<file path="src/rtl/data_memory_arbiter.sv">
// Two-port valid/ready arbiter in front of the single-port data_memory: port 0 = CPU, port 1 = debug/DMA.
// Round-robin by default; define DM_ARB_FIXED_PRIO_EN to make port 0 win every tie.
module data_memory_arbiter #(
  parameter int ADDR_WIDTH = 32,
  parameter int DATA_WIDTH = 32
) (
  input  logic                  clock_i,
  input  logic                  reset_i,
  input  logic                  req0_valid_i,
  input  logic                  req0_write_i,
  input  logic [ADDR_WIDTH-1:0] req0_address_i,
  input  logic [DATA_WIDTH-1:0] req0_data_i,
  output logic                  req0_ready_o,
  output logic                  resp0_valid_o,
  output logic [DATA_WIDTH-1:0] resp0_data_o,
  input  logic                  req1_valid_i,
  input  logic                  req1_write_i,
  input  logic [ADDR_WIDTH-1:0] req1_address_i,
  input  logic [DATA_WIDTH-1:0] req1_data_i,
  output logic                  req1_ready_o,
  output logic                  resp1_valid_o,
  output logic [DATA_WIDTH-1:0] resp1_data_o,
  output logic [ADDR_WIDTH-1:0] mem_address_o,
  output logic [DATA_WIDTH-1:0] mem_data_o,
  output logic                  mem_write_data_o,
  output logic                  mem_read_data_o,
  input  logic [DATA_WIDTH-1:0] mem_read_data_i
);

  typedef enum logic [1:0] {
    IDLE  = 2'd0,
    ISSUE = 2'd1,
    RESP  = 2'd2
  } state_e;

  state_e                state_q, state_d;
  logic                  grant_q, grant_d;
  logic                  last_grant_q, last_grant_d;
  logic                  write_q, write_d;
  logic [ADDR_WIDTH-1:0] addr_q, addr_d;
  logic [DATA_WIDTH-1:0] data_q, data_d;
  logic [DATA_WIDTH-1:0] resp0_data_q, resp0_data_d;
  logic [DATA_WIDTH-1:0] resp1_data_q, resp1_data_d;

  logic                  winner;
  logic                  ready0, ready1;
  logic [DATA_WIDTH-1:0] resp_payload;

  // Winner is only meaningful when at least one port is valid.
  always_comb begin
`ifdef DM_ARB_FIXED_PRIO_EN
    winner = ~req0_valid_i;
`else
    if (req0_valid_i && req1_valid_i) begin
      winner = ~last_grant_q;
    end else begin
      winner = ~req0_valid_i;
    end
`endif
  end

  // NOTE: every _d signal gets its hold value first, so no path leaves it unassigned and no latch is inferred.
  always_comb begin
    state_d      = state_q;
    grant_d      = grant_q;
    last_grant_d = last_grant_q;
    write_d      = write_q;
    addr_d       = addr_q;
    data_d       = data_q;
    ready0       = 1'b0;
    ready1       = 1'b0;
    case (state_q)
      IDLE: begin
        if (req0_valid_i || req1_valid_i) begin
          ready0       = ~winner;
          ready1       = winner;
          grant_d      = winner;
          last_grant_d = winner;
          write_d      = winner ? req1_write_i   : req0_write_i;
          addr_d       = winner ? req1_address_i : req0_address_i;
          data_d       = winner ? req1_data_i    : req0_data_i;
          state_d      = ISSUE;
        end
      end
      ISSUE:   state_d = RESP;
      RESP:    state_d = IDLE;
      default: state_d = IDLE;
    endcase
  end

  // Writes are acknowledged with zero data; the last payload is held between pulses.
  always_comb begin
    resp_payload  = write_q ? '0 : mem_read_data_i;
    resp0_valid_o = (state_q == RESP) && !grant_q;
    resp1_valid_o = (state_q == RESP) &&  grant_q;
    resp0_data_d  = resp0_valid_o ? resp_payload : resp0_data_q;
    resp1_data_d  = resp1_valid_o ? resp_payload : resp1_data_q;
  end

  // NOTE: state registers use non-blocking assignments so every flop samples pre-edge values.
  always_ff @(posedge clock_i or posedge reset_i) begin
    if (reset_i) begin
      state_q      <= IDLE;
      grant_q      <= 1'b0;
      last_grant_q <= 1'b1;
      write_q      <= 1'b0;
      addr_q       <= '0;
      data_q       <= '0;
      resp0_data_q <= '0;
      resp1_data_q <= '0;
    end else begin
      state_q      <= state_d;
      grant_q      <= grant_d;
      last_grant_q <= last_grant_d;
      write_q      <= write_d;
      addr_q       <= addr_d;
      data_q       <= data_d;
      resp0_data_q <= resp0_data_d;
      resp1_data_q <= resp1_data_d;
    end
  end

  // Strobes decode straight from the async-reset state, so reset removes them without waiting for a clock.
  assign mem_write_data_o = (state_q == ISSUE) &&  write_q;
  assign mem_read_data_o  = (state_q == ISSUE) && !write_q;
  assign mem_address_o    = addr_q;
  assign mem_data_o       = data_q;
  assign req0_ready_o     = ready0 & ~reset_i;
  assign req1_ready_o     = ready1 & ~reset_i;
  assign resp0_data_o     = resp0_data_d;
  assign resp1_data_o     = resp1_data_d;

  a_strobe_exclusive : assert property (@(posedge clock_i) disable iff (reset_i)
    !(mem_write_data_o && mem_read_data_o));
  a_ready_onehot : assert property (@(posedge clock_i) disable iff (reset_i)
    $onehot0({req0_ready_o, req1_ready_o}));
  a_ready_idle_only : assert property (@(posedge clock_i) disable iff (reset_i)
    (req0_ready_o || req1_ready_o) |-> (state_q == IDLE));
  a_last_grant_tracks : assert property (@(posedge clock_i) disable iff (reset_i)
    (state_q == ISSUE) |-> (last_grant_q == grant_q));

endmodule
</file>
<file path="config.mk">
export PLATFORM = sky130hd
export DESIGN_NAME = data_memory_arbiter
export DESIGN_NICKNAME = d
export VERILOG_FILES = /design/src/rtl/data_memory_arbiter.sv
export SDC_FILE = /design/constraint.sdc
export NUM_CORES = 1
export LEC_CHECK = 0
export CORE_MARGIN = 3
export CORE_UTILIZATION = 40
export DETAILED_ROUTE_END_ITERATION = 8
export PLACE_DENSITY = 0.83
export SLEW_MARGIN = 30
export SYNTH_ARGS = -nofsm -noshare
export SYNTH_HDL_FRONTEND = slang
export SYNTH_SLANG_ARGS = --single-unit
export TNS_END_PERCENT = 1
</file>
<file path="constraint.sdc">
create_clock -name clock_i -period 6.9 [get_ports clock_i]
set_input_delay 1.725 -clock clock_i [delete_from_list [all_inputs] [get_ports clock_i]]
set_output_delay 1.725 -clock clock_i [all_outputs]
set_load 0.03 [all_outputs]
</file>
== Word-level counts from Yosys, hierarchy flattened ==
Index checks and enable logic that the tools add are counted.

* Equality and inequality tests: 3
* Multiplexer cells: 13
* Bitwise gates (word level): 6
* Reductions and logical operators: 10

{| class="wikitable"
|+ Operators with widths
! cell !! number
|-
| 32-bit two-way mux || 5
|-
| 1-bit two-way mux || 6
|-
| 1-bit logical AND || 5
|-
| 1-bit inverter || 4
|-
| 2-bit case mux with 2 select lines || 1
|-
| 1-bit bitwise AND || 2
|-
| 2-bit by 1-bit == test with 1-bit output (second input constant) || 1
|-
| 2-bit == test (second input constant) || 1
|-
| 1-bit zero test || 2
|-
| 2-bit zero test || 1
|-
| 2-bit two-way mux || 1
|-
| 2-bit inequality test (second input constant) || 1
|-
| 2-bit AND reduction || 1
|-
| 1-bit logical OR || 1
|}

* Register bits after elaboration: 133

== Depth between registers and ports, before layout ==
Gate-level depths: netlist of the first run.

* Word-level depth: 6
* Mapped depth: 7
* Mapped depth without buffers: 3

== Least setup slack after synthesis of the first run ==
OpenSTA, ideal clock, no wires.

* Path type: input-to-output
* From: input port reset_i
* To: output port req1_ready_o
* Arrival time: 5151 ps
* Required time: 5175 ps
* Slack: 24 ps
* Stages on the path: 2
* Path buffers: 0
* Cell sequence: inv_1 -> and3_1

* Word-level cells in the longest chain between the ends: 2

{| class="wikitable"
|+ RTL lines
! what !! RTL line !! text
|-
| from (decl) || 8 || <nowiki>input logic reset_i,</nowiki>
|-
| 1-bit inverter || 129 || <nowiki>assign req1_ready_o = ready1 & ~reset_i;</nowiki>
|-
| 1-bit bitwise AND || 129 ||
|-
| to (decl) || 20 || <nowiki>output logic req1_ready_o,</nowiki>
|}

No other way between the ends.

== Worst setup path in the final report of the first run ==
Ends and elaborated chain as after synthesis.

==> metrics.cfg, run 1 <==
[final_layout]
drive_gt1_frac = 0.0637
fin_nets = 1066
fin_area_mm2 = 0.00955
syn_to_final_growth_pct = 60.9
n_fill_cell = 1104

[setup_path]
ff2ff_path_depth = 4
cp_slowest_cell = clkdlybuf4s50_1
cp_cell_sequence = clkdlybuf4s50_1 > inv_6 > and3_1 > clkdlybuf4s50_1
end_kind = output pin
cp_top_family = buffers and inverters
slowest_delay_ps = 680
r2r_start = last_grant_q$_DFFE_PP1P_
critical_path.most_common_cell = clkdlybuf4s50_1
crit_cells = 4
crit_buf_inv = 3
arrival_ps = 3590
required_ps = 5180
crit_type = input port to output pin
r2r_slack_ps = 4990
worst-path-max-fanout = 61
startpoint_type = input port
cp-startpoint = reset_i
r2r_end = mem_address_o[0]$_DFFE_PP0P_
worstSetupEndpoint = req1_ready_o

[routing]
top_layer_used = met4
via_count = 5957
drt-initial-drc-count = 474
wl_met2_um = 9880
wl_um = 20700
met3WireLength_um = 2000
via_per_inst = 5.46
dr.pass1.iters = 5
wl_met1_um = 8350
drc = 0
wire_per_inst_um = 19.0
ant_nets = 0

[logic_synthesis]
synthesis.area_mm2 = 0.00594
yosys.cell_count.top_type = dfrtp_1
synth_edf_count = 0
yosysSeqAreaShare = 0.561
ys_types = 25
synth_largest_area_cell = dfrtp_1
ys_top_cells_by_count = dfrtp_1 (132), o21ai_0 (94), nand3_1 (66)
synth_nets = 807
synth_flop_cell = dfrtp_1
synth_top_area_frac = 0.556
syn_inst = 641
async_flop_share = 1.00
yosysWarnings = 0
ys_ff_latch = 133
ys_top_cells_by_area = dfrtp_1 (56%), o21ai_0 (7.9%), a31oi_1 (5.8%), nand3_1 (5.6%), a21oi_1 (5.5%)
postSynthAreaPerCell_um2 = 9.26

[floorplan]
dieArea_mm2 = 0.0163
die_w_um = 128
core_mm2 = 0.0142
start_util = 0.418
rows = 43
io_pins = 300
die_y_um = 128

[clocking]
root_buffer = clkbuf_16
cts_hold_buffers = 0
cts_tree = built
cts_buffer_depth = 2
cts_inserted_buffers = 17
postCtsSetupRepairBufs = 0
htreeDepth = 4
clkLatencyLatePin_ps = 410
cts_resized = 0
cts.sinks = 133
clk_pin_slew_ps = 50

[global_route]
grt_pass1_vias = 5933
antenna_found_initial = 1
track_usage = 0.250
gr-total-overflow = 0
grt_max_degree = 75
grt_pass1_wl_um = 32100

[sta]
rsz0062_at_grt = false
skew_ps = 9.27
slew_viol_final = 0
timing.final.crit_share = 0.770
setup_slack_ps = 1590
fin_setup_tns_ps = 0
hold_viol = 0
finalSetupViolations = 0
maxSlewHeadroom = 0.429
min_period_ps = 5310
clock.fmax_mhz = 188
worst_pin_slew_ps = 856

[hold_path]
hp-class = flip-flop to flip-flop

[outcome]
status = complete, no violations

[pwr]
p_leak_uw = 0.00379
power_density_mw_per_mm2 = 508
ir_drop_mv = 0.346

[placement]
io_buffer_count = 299
dp_slack_ps = 1550
gp_congestion = 0.775
place_area_mm2 = 0.00895
dp_hpwl_um = 13700

[flow_run]
drv_cap = 0

routing by layer:
metal,vias up,global-route usage
li1,2809,-
met1,2828,0.312
met2,284,0.402
met3,36,0.0958
met4,0,0.0830
met5,-,0
area by class of cell:
class,instances,area (µm²),share of cell area
multi-input cells,436,2320,0.243
clock inverters,9,129,0.0135
clock buffers,21,460,0.0482
repair buffers,308,3060,0.320
diodes,1,2.50,0.000262
well taps,180,225,0.0236
inverters,4,21.3,0.00223
flip-flops and latches,133,3330,0.349
stage by stage:
| step | total power, µW | instances | util | hold WS (ps) |
|---|---|---|---|---|
| finish | 4860 | 1092 | 0.673 | 492 |
| global placement | 3930 | 1061 | 0.630 | 473 |
| global route | 5120 | 1092 | 0.673 | 513 |
| detailed placement | 3970 | 1061 | 0.630 | 480 |
| floorplan | 2860 | 641 | - | 477 |
| CTS | 4890 | 1091 | 0.672 | 495 |
worst min-delay path: cells and delay by family (launching register included):
| kind | cells | cell delay [ps] |
|---|---|---|
| flops | 1 | 320 |
| compound gates | 1 | 90 |
| simple gates | 1 | 40 |
flip-flops by register name (all words and copies together), names as in the netlist:
register	cells
grant_q	1
last_grant_q	1
mem_address_o	32
mem_data_o	32
resp0_data_q	32
resp1_data_q	32
state_q	2
write_q	1
worst min path at each step:
stage / start / end / cells after the start
3_3_place_gp: resp1_data_q[24]$_DFF_PP0_ / resp1_data_q[24]$_DFF_PP0_ / 2
6_report: resp1_data_q[20]$_DFF_PP0_ / resp1_data_q[20]$_DFF_PP0_ / 2
2_1_floorplan: state_q[1]$_DFFE_PP0P_ / state_q[1]$_DFFE_PP0P_ / 1
4_1_cts: resp1_data_q[26]$_DFF_PP0_ / resp1_data_q[26]$_DFF_PP0_ / 2
5_1_grt: resp1_data_q[26]$_DFF_PP0_ / resp1_data_q[26]$_DFF_PP0_ / 2
3_5_place_dp: resp1_data_q[26]$_DFF_PP0_ / resp1_data_q[26]$_DFF_PP0_ / 2
cell families (layout without fill, tap and decap cells):
family,Yosys count,after routing,synth area share
DFF,133,133,0.561
AOI/OAI and AO/OA,261,261,0.245
and+or+nand+nor,175,175,0.143
buffers and inverters,72,342,0.0506
other,0,1,0
cells in the final DEF, fill, tap and decap left out, types with 2 or more instances in the layout:
cell type / n
clkdlybuf4s50_1: 298
clkbuf_1: 2
clkinvlp_4: 2
o21a_1: 2
o21ai_0: 94
nand3_1: 66
inv_1: 2
clkbuf_8: 2
nand2b_1: 32
nor2b_1: 2
a31oi_1: 55
bufinv_16: 3
a31oi_2: 10
clkbuf_16: 17
dfrtp_1: 131
nand2_1: 65
a21oi_1: 65
o21ai_1: 35
clkinv_2: 4
buf_4: 8
where the power goes:
part / internal [µW] / switching (µW)
combinational: 1010 / 1610
sequential: 1140 / 188
clock: 581 / 323
total: 2740 / 2120
Note: power is estimated with default switching activity, not from simulation.
==> run 2, diff against run 1 <==
- clock period: 6.9 -> 4.93 ns (I/O delays scaled with it)
==> run 2 against run 1 <==
Combinational power increased by 41%. Global-route usage rose by 0.051 points. Critical path depth did not move. Sequential share of layout area is 0.088 points higher. Routed wire length decreased by 1.7%. Total power increased by 38%. Worst hold slack worse by 1.9 ps. Cell count up 0.37%. Register-to-register slack worse by 1900 ps. Critical endpoint is now resp0_data_o[4]. Sequential cell count unchanged. Via count is 1.9% higher.
==> metrics.cfg, run 2 (synthesis results as in run 1) <==
[flow_run]
drv_cap = 0

[final_layout]
syn_to_final_growth_pct = 60.5
diodes = 0
utilization = 0.671
final_cell_mix = clkdlybuf4s50_1 (297), dfrtp_1 (132), o21ai_0 (94)
finalNonFillerCells = 1096
fin_nets = 1069
drive_gt1_frac = 0.0666
layout_commonest_cell = clkdlybuf4s50_1

[global_route]
antenna_found_initial = 0
gr-total-overflow = 0
grt_pass1_wl_um = 32500
track_usage = 0.251
grt_pass1_vias = 6205
grt_max_degree = 69

[clocking]
postCtsSetupRepairBufs = 0
cts_inserted_buffers = 17
cts.sinks = 133
cts_tree = built
root_buffer = clkbuf_16
cts_buffer_depth = 2
cts_resized = 0
cts_hold_buffers = 0
clk_pin_slew_ps = 50
clkLatencyLatePin_ps = 410
htreeDepth = 4

[floorplan]
start_util = 0.418
die_w_um = 128
io_pins = 300
dieArea_mm2 = 0.0163
die_y_um = 128
core_mm2 = 0.0142
rows = 43

[sta]
min_period_ps = 4110
slew_viol_final = 0
finalSetupViolations = 0
timing.final.crit_share = 0.833
skew_ps = 8.34
hold_viol = 0
worst_pin_slew_ps = 848
rsz0062_at_grt = false
maxSlewHeadroom = 0.435
clock.fmax_mhz = 243

[routing]
drc = 0
wire_per_inst_um = 18.6
via_count = 6073
drt-initial-drc-count = 460
dr.pass1.iters = 5
ant_nets = 0
wl_um = 20400
via_per_inst = 5.54

[setup_path]
ff2ff_path_depth = 4
arrival_ps = 2880
crit_type = flip-flop to output pin
end_kind = output pin
worst-path-max-fanout = 30
cp_slowest_cell = clkdlybuf4s50_1
slowest_delay_ps = 730
required_ps = 3700
cp_cell_sequence = or3b_2 > buf_4 > o21ai_1 > clkdlybuf4s50_1
startpoint_type = flip-flop

[pwr]
p_leak_uw = 0.00379
power_density_mw_per_mm2 = 704
ir_drop_mv = 0.478

[hold_path]
min_delay_path_depth = 2
hp-class = flip-flop to flip-flop

[placement]
gp_congestion = 0.796
placedCellCount = 1064
dp_hpwl_um = 13500
io_buffer_count = 299

[outcome]
status = complete, no violations

[run 2: cell count changes in the layout (fill, tap and decap cells not counted), sizes merged]
cell           delta
inv               -1
diode             -1
clkinv            +2
bufinv            -2
buf               +4
clkdlybuf4s50     -1
clkbuf            +2
clkinvlp          +1
[run 2: worst paths after layout]
path / from / slack (ps) / to
worst max-delay path: state_q[0]$_DFFE_PP0P_ / 820 / resp0_data_o[4]
worst max register to register: last_grant_q$_DFFE_PP1P_ / 3050 / mem_data_o[27]$_DFFE_PP0P_
worst min-delay path: resp1_data_q[0]$_DFF_PP0_ / 490 / resp1_data_q[0]$_DFF_PP0_
worst min register to register: resp1_data_q[0]$_DFF_PP0_ / 490 / resp1_data_q[0]$_DFF_PP0_
min in group asynchronous: reset_i / 1410 / mem_data_o[23]$_DFFE_PP0P_
max in group asynchronous: reset_i / 2250 / mem_data_o[4]$_DFFE_PP0P_
[run 2: critical path: cells and delay by family (launching register included)]
kind,cells,cell delay [ps]
AND/OR/NAND/NOR,1,680
AO/OA/AOI/OAI,1,280
buffers and inverters,2,1040
flip-flops,1,450
[run 2: per-layer routing]
metal | track usage | wire, µm | part of all wire
met5 | 0 | 0 | 0
met4 | 0.0793 | 454 | 0.022
met3 | 0.0938 | 2070 | 0.10
met2 | 0.430 | 10000 | 0.49
met1 | 0.292 | 7800 | 0.38
[run 2: final cells by class]
class                      instances  area [µm²]
tap                              180         225
fill                            1094        4680
inverter                           4        20.0
multi-input combinational        436        2320
sequential                       133        3330
clock inverter                     9        78.8
clock buffer                      23         468
timing repair buffer             311        3080
[run 2: where the power goes]
group | leakage, µW | internal, µW | switching (µW) | total [µW]
registers | 0.00162 | 1600 | 238 | 1840
clock network | 0.000267 | 716 | 456 | 1170
logic | 0.00190 | 1430 | 2270 | 3700
[run 2: per-stage QoR]
stage	power [µW]	area (µm²)	hold slack [ps]	TNS [ps]	worst slack, ps
global placement	5500	8970	473	0	926
floorplan	4010	5940	477	-24.6	-24.6
detailed placement	5560	8970	480	0	898
global route	7090	9530	516	0	706
finish	6710	9530	490	0	821
CTS	6760	9520	494	0	785
